==> src/rtl/pwm_pkg.sv <==
// Shared constants for the PWM mixer: default parameters and derived
// mix/compare widths.
package pwm_pkg;

  localparam int DEF_NUM_CH   = 4;
  localparam int DEF_SAMPLE_W = 8;
  localparam int DEF_OUT_W    = 8;
  localparam int DEF_GAIN_W   = 4;

  // Width that holds the sum of num_ch full-scale samples without overflow.
  function automatic int sum_width(input int sample_w, input int num_ch);
    return sample_w + $clog2(num_ch);
  endfunction

  localparam int DEF_SUM_W = sum_width(DEF_SAMPLE_W, DEF_NUM_CH);
  localparam int DEF_CMP_W = DEF_OUT_W + 1;

endpackage

==> src/rtl/pwm_core.sv <==
// PWM counter and comparator with period/duty double-buffering; new period
// and compare values only take effect at a period boundary.
module pwm_core
  import pwm_pkg::*;
#(
  parameter int OUT_W = DEF_OUT_W
) (
  input  logic             i_clk,
  input  logic             i_rst_n,
  input  logic [OUT_W-1:0] i_top,
  input  logic             i_top_valid,
  input  logic [OUT_W:0]   i_cmp,
  input  logic             i_clip,
  output logic [OUT_W-1:0] o_active_top,
  output logic             o_pwm,
  output logic             o_pwm_n,
  output logic             o_cycle_end,
  output logic             o_clip
);

  logic [OUT_W-1:0] cnt, cnt_nxt;
  logic [OUT_W-1:0] active_top, top_nxt;
  logic [OUT_W-1:0] pending_top, ptop_nxt;
  logic             pending, pend_nxt;
  logic [OUT_W:0]   active_cmp, cmp_nxt;
  logic             active_clip, clip_nxt;
  logic             wrap;
  logic             pwm_nxt;

  // Outputs are registered from next-state values so they line up with the
  // counter: o_cycle_end marks counter == active_top on the same clock.
  always_comb begin
    wrap     = (cnt == active_top);
    cnt_nxt  = wrap ? '0 : cnt + 1'b1;
    top_nxt  = active_top;
    cmp_nxt  = active_cmp;
    clip_nxt = active_clip;
    ptop_nxt = pending_top;
    pend_nxt = pending;
    if (i_top_valid) begin
      ptop_nxt = i_top;
      pend_nxt = 1'b1;
    end
    if (wrap) begin
      cmp_nxt  = i_cmp;
      clip_nxt = i_clip;
      if (pend_nxt) begin
        top_nxt  = ptop_nxt;
        pend_nxt = 1'b0;
      end
    end
    pwm_nxt = ({1'b0, cnt_nxt} < cmp_nxt);
  end

  always_ff @(posedge i_clk) begin
    if (!i_rst_n) begin
      cnt         <= '0;
      active_top  <= '1;
      pending_top <= '1;
      pending     <= 1'b0;
      active_cmp  <= '0;
      active_clip <= 1'b0;
      o_pwm       <= 1'b0;
      o_pwm_n     <= 1'b1;
      o_cycle_end <= 1'b0;
      o_clip      <= 1'b0;
    end else begin
      cnt         <= cnt_nxt;
      active_top  <= top_nxt;
      pending_top <= ptop_nxt;
      pending     <= pend_nxt;
      active_cmp  <= cmp_nxt;
      active_clip <= clip_nxt;
      o_pwm       <= pwm_nxt;
      o_pwm_n     <= ~pwm_nxt;
      o_cycle_end <= (cnt_nxt == top_nxt);
      o_clip      <= clip_nxt;
    end
  end

  assign o_active_top = active_top;

endmodule

==> src/rtl/pwm_mixer.sv <==
// Multi-channel sample mixer: per-channel gain/mute scaling, summing and
// clamping to the active PWM period, driving a double-buffered PWM core.
module pwm_mixer
  import pwm_pkg::*;
#(
  parameter int NUM_CH   = DEF_NUM_CH,
  parameter int SAMPLE_W = DEF_SAMPLE_W,
  parameter int OUT_W    = DEF_OUT_W,
  parameter int GAIN_W   = DEF_GAIN_W
) (
  input  logic                       i_clk,
  input  logic                       i_rst_n,
  input  logic [NUM_CH*SAMPLE_W-1:0] i_samples,
  input  logic [NUM_CH-1:0]          i_sample_valid,
  input  logic [NUM_CH*GAIN_W-1:0]   i_gain,
  input  logic [NUM_CH-1:0]          i_mute,
  input  logic [OUT_W-1:0]           i_top,
  input  logic                       i_top_valid,
  output logic                       o_pwm,
  output logic                       o_pwm_n,
  output logic                       o_cycle_end,
  output logic                       o_clip
);

  localparam int SUM_W  = sum_width(SAMPLE_W, NUM_CH);
  localparam int CMP_W  = OUT_W + 1;
  localparam int EXT_W  = (SUM_W > CMP_W) ? SUM_W : CMP_W;
  localparam int PROD_W = SAMPLE_W + GAIN_W + 1;

  // Gain code g multiplies by (g+1)/2^GAIN_W, so the top code is unity.
  function automatic logic [SAMPLE_W-1:0] scale(input logic [SAMPLE_W-1:0] s,
                                                input logic [GAIN_W-1:0]   g);
    logic [PROD_W-1:0] prod;
    prod = PROD_W'(s) * (PROD_W'(g) + PROD_W'(1));
    return prod[GAIN_W +: SAMPLE_W];
  endfunction

  // Returns {clip, cmp}: mix clamped to one full period of high time.
  function automatic logic [CMP_W:0] saturate(input logic [SUM_W-1:0] mix,
                                              input logic [OUT_W-1:0] top);
    logic [EXT_W-1:0] m, lim;
    m   = EXT_W'(mix);
    lim = EXT_W'(top) + EXT_W'(1);
    if (m > lim) return {1'b1, CMP_W'(lim)};
    else         return {1'b0, CMP_W'(m)};
  endfunction

  logic [SAMPLE_W-1:0] sample_p0 [NUM_CH];
  logic [SAMPLE_W-1:0] scaled_p1 [NUM_CH];
  logic [SUM_W-1:0]    mix_sum;
  logic [CMP_W-1:0]    cmp_p2;
  logic                clip_p2;
  logic [OUT_W-1:0]    active_top;

  always_comb begin
    mix_sum = '0;
    for (int k = 0; k < NUM_CH; k++) mix_sum = mix_sum + SUM_W'(scaled_p1[k]);
  end

  always_ff @(posedge i_clk) begin
    if (!i_rst_n) begin
      for (int k = 0; k < NUM_CH; k++) begin
        sample_p0[k] <= '0;
        scaled_p1[k] <= '0;
      end
      cmp_p2  <= '0;
      clip_p2 <= 1'b0;
    end else begin
      for (int k = 0; k < NUM_CH; k++) begin
        // Stage p0: per-channel sample hold
        if (i_sample_valid[k]) sample_p0[k] <= i_samples[k*SAMPLE_W +: SAMPLE_W];
        // Stage p1: gain and mute
        scaled_p1[k] <= i_mute[k] ? '0 : scale(sample_p0[k], i_gain[k*GAIN_W +: GAIN_W]);
      end
      // Stage p2: channel sum clamped against the running period
      {clip_p2, cmp_p2} <= saturate(mix_sum, active_top);
    end
  end

  pwm_core #(
    .OUT_W(OUT_W)
  ) u_core (
    .i_clk        (i_clk),
    .i_rst_n      (i_rst_n),
    .i_top        (i_top),
    .i_top_valid  (i_top_valid),
    .i_cmp        (cmp_p2),
    .i_clip       (clip_p2),
    .o_active_top (active_top),
    .o_pwm        (o_pwm),
    .o_pwm_n      (o_pwm_n),
    .o_cycle_end  (o_cycle_end),
    .o_clip       (o_clip)
  );

endmodule

==> config.mk <==
export PLATFORM = sky130hd
export DESIGN_NAME = pwm_mixer
export DESIGN_NICKNAME = d
export VERILOG_FILES = /design/src/rtl/pwm_pkg.sv /design/src/rtl/pwm_core.sv /design/src/rtl/pwm_mixer.sv
export SDC_FILE = /design/constraint.sdc
export NUM_CORES = 1
export LEC_CHECK = 0
export CAP_MARGIN = 30
export CORE_MARGIN = 4
export CORE_UTILIZATION = 60
export DETAILED_ROUTE_END_ITERATION = 12
export PLACE_DENSITY = 0.78
export SLEW_MARGIN = 20
export SYNTH_ARGS = -nofsm -noshare
export SYNTH_HDL_FRONTEND = slang
export SYNTH_SLANG_ARGS = --single-unit
==> constraint.sdc <==
create_clock -name i_clk -period 14.2 [get_ports i_clk]
set_input_delay 2.84 -clock i_clk [delete_from_list [all_inputs] [get_ports i_clk]]
set_output_delay 2.84 -clock i_clk [all_outputs]
set_load 0.1 [all_outputs]
==> results.txt <==
71 I/O pins were placed. The routed wirelength normalized by instance count is 13.7 um. The mapped cell area is 9990 sq um. The worst setup path is launched from a primary input. Counting flops with a built-in enable in the synthesized netlist gives 32. The number of port buffers came out at 70. The run finished with clean final reports. The proportion of synthesized flip-flops having asynchronous set or reset is 0%. The leading register cell type out of synthesis is dfxtp_1. The area of the multi-input gates is approximately 6700 sq um. The type of the setup path with the least slack is primary input to flop. The detailed-placement wirelength estimate came out at between 10000 and 15000 um. The final count of hold timing violations is 0. In the routed design, unresolved DRC markers number 0. In this run, post-CTS hold repair placed 0 buffers.

The number of nets still failing antenna checks after routing came out at 0. The instance count of the mapped netlist is 1060. Along the worst path, the maximum fanout reaches 9. In this run the deepest clock path goes through 2 buffers.

The net count reported at finish is 1362. The post-synthesis share of cell area spent on xor and xnor gates came out at 6.21%. When the netlist entered floorplanning its net count stood at 1310. The global-route congestion overflow total came out at 0. The main combinational cell family by area after synthesis is adder cells. TritonCTS built the clock tree. Once the floorplan was initialized, standard cells occupied 62.0% of the core. The overall global routing resource usage is 20.8%. Using the TritonRoute via totals, the vias-per-cell ratio works out to ~5.4.

The number of synthesized register bits is 112. Registers take 2560 sq um. After floorplanning, the core was sized to cover roughly 16000 sq um. The transition time at the pin with the least slew margin came out at 0.964 ns. The basic-gate share of the synthesized area counting and, or, nand and nor cells is 18.9%. Setup slack on the critical path of the routed design comes to 6.90 ns. The path class of the tightest hold or removal check is flop to flop.

The worst setup path is captured at a flop. The leakage power summed over all cells is 0.00518 uW. The accumulated negative setup slack is 0 ns. The first-pass iteration count of the detailed router is 5. For this design, the sink count on the clock tree is 112.

The post-route netlist has 4.21% of its cells at a drive strength greater than 1. The post-synthesis compound-gate area fraction came out at 10.9%. By area the synthesized netlist is led by dfxtp_1 (16%), fa_1 (16%), ha_1 (13%), edfxtp_1 (9.6%), inv_1 (5.9%). The library cells used most frequently in the layout, excluding fill and tap cells, are inv_1 (156), ha_1 (103), fa_1 (80), dfxtp_1 (80). The Yosys warning count came out at 0. The repair_antennas step left the layout with diodes totalling 0. The area growth from synthesis to final layout is 11.0%. The pin count of the biggest net entering global routing is 67. The total placed cells including tap cells is 1317. The global-route wire length before repair is 31900 um. The share of the yosys chip area belonging to registers came out at 25.7%.

The largest total area in the synthesized netlist belongs to dfxtp_1. The power per standard cell area came out at 93.2 nW/um^2. The timing-limited maximum frequency came out at roughly 140 MHz.

The initial antenna violation count came out at 0. The largest clock skew in the final design is between 0.015 and 0.02 ns. For the worst setup path, the data required time is roughly 14 ns. The adder and majority cell fraction of the synthesized area is 28.9%. The headroom to the max-slew limit is between 30 and 40%. The final period demand of the worst path came out at 7.30 ns. The number of non-filler instances in the completed layout is 1333.

Detailed routing inserted a total of 7134 vias. The clock-pin transition on the worst setup and hold timing paths came out at 0.09 ns. The post-route clock period utilization came out at between 50 and 60%. The count of endpoints failing setup in the final report is 0.

For the worst setup path, the data arrival time is 7.52 ns. Across the run, the number of max-cap violations was 0. Measured along the y axis, the die boundary spans 137 um. The area of the die came out at 18800 sq um. Timing analysis after detailed placement gives a worst setup slack of 6.53 ns.

The weighted congestion reported at the end of routability-driven placement is 0.871. The average instance area after synthesis is 9.42 sq um. The root cell of the clock tree is clkbuf_16. The number of fill cells in the layout came out at 1286.

The clock latency reported for the late side of the worst-skew pair came out at roughly 0.36 ns. Setup repair after global routing left no endpoint under its margin. After synthesis, the netlist uses between 70 and 80 different library cells. The final count of pins violating max slew came out at 0. Across the VDD grid, the largest voltage drop is 0.0000776 V. The number of resized instances in the post-cts repair step came out at 0. The maximum level of the CTS H-tree came out at 3. The DRC marker count from the first detailed-route iteration is 325.

The proportion of synthesized area in mux cells came out at roughly 1.8%. The via count of the first global-routing pass is 7237. The library cell used most frequently in the layout, excluding fill and tap cells, is inv_1. The buffer count from post-CTS setup fixing is 0. The floorplan row count came out at 46. The area share of the largest cell type after synthesis is between 10% and 20%. The sum of routed wire length over all layers came out at 18300 um. Measured along the x axis, the die boundary spans 137 um.

The number of buffers created by CTS is 9.
-- worst paths after layout --
path | slack (ns) | cells after the start | from | endpoint
worst min-delay path | 0.46 | 2 | u_core.active_cmp[0]$_SDFF_PN0_ | u_core.active_cmp[0]$_SDFF_PN0_
worst min register to register | 0.46 | 2 | u_core.active_cmp[0]$_SDFF_PN0_ | u_core.active_cmp[0]$_SDFF_PN0_
worst max-delay path | 6.90 | 15 | i_gain[0] | scaled_p1[0][6]$_SDFF_PP0_
worst max register to register | 9.67 | 16 | scaled_p1[2][1]$_SDFF_PP0_ | cmp_p2[7]$_SDFF_PN0_
-- where the power goes --
group	switching, uW	internal (uW)	total [uW]
Combinational	223	178	401
Clock	127	129	256
Sequential	17.9	359	377
-- per-layer routing --
| layer | vias to the layer above | track usage, % | wire length, um |
|---|---|---|---|
| met5 | - | 0 | 0 |
| met4 | 0 | 5.71 | 269 |
| met3 | 24 | 2.32 | 489 |
| met2 | 113 | 36.9 | 9170 |
| met1 | 3401 | 26.9 | 8350 |
| li1 | 3596 | - | - |
-- worst max-delay path, cell delays in order --
cell,delay [ns]
clkdlybuf4s50_1,0.61
nand3_1,0.13
xnor2_1,0.48
nand2_1,0.15
fa_1,0.50
fa_1,0.52
fa_1,0.54
inv_1,0.04
ha_1,0.34
a21o_1,0.19
o2bb2ai_1,0.16
o41a_2,0.45
a21o_1,0.20
a211oi_1,0.26
a2111oi_0,0.11
-- per-stage QoR --
step                hold slack [ns]  util [%]  area, sq um  power [uW]
finish                        0.457      68.8        11100        1030
global route                  0.472      68.8        11100        1120
CTS                           0.455      68.8        11100        1040
detailed placement            0.443      66.9        10800         785
global placement              0.441      66.9        10800         772
floorplan                     0.417         -         9990         690
-- cell usage after synthesis (all sizes together) (5+ instances only) --
master and number:
inv 156, ha 103, dfxtp 80, fa 80
and2 72, nand2 72, nor2 63, and3 43
xnor2 43, nand2b 38, edfxtp 32, a21oi 30
xor2 27, o21ai 25, nor2b 21, nand3 20
buf 16, mux2i 15, clkbuf 14, o211ai 9
o21a 8, a21o 7, a22oi 7, o21bai 7
o311a 6, o31ai 6, a211oi 5, a31oi 5
nor3 5
-- state kept, by name, indices dropped and copies added (netlist names) --
| signal | cells |
|---|---|
| u_core.o_pwm | 1 |
| u_core.o_pwm_n | 1 |
| sample_p0 | 32 |
| clip_p2 | 1 |
| u_core.cnt | 8 |
| cmp_p2 | 9 |
| u_core.o_cycle_end | 1 |
| u_core.pending | 1 |
| scaled_p1 | 32 |
| u_core.o_active_top | 8 |
| u_core.pending_top | 8 |
| u_core.active_clip | 1 |
| u_core.active_cmp | 9 |
-- cells by family (layout without fill, tap and decap cells) --
group	after synthesis	count (layout)
adders and majority gates	183	183
and+or+nand+nor	351	351
buffers and inverters	187	244
DFF	112	112
AOI/OAI and AO/OA	140	140
muxes	17	17
xor gates and xnor gates	70	70
-- area by class of cell --
type,count,area share [%]
well taps,216,2.44
clock buffers,10,2.16
inverters,157,5.32
multi-input cells,761,60.1
repair buffers,71,6.34
flip-flops and latches,112,23.1
clock inverters,6,0.530
Note: power is estimated with default switching activity, not from simulation.
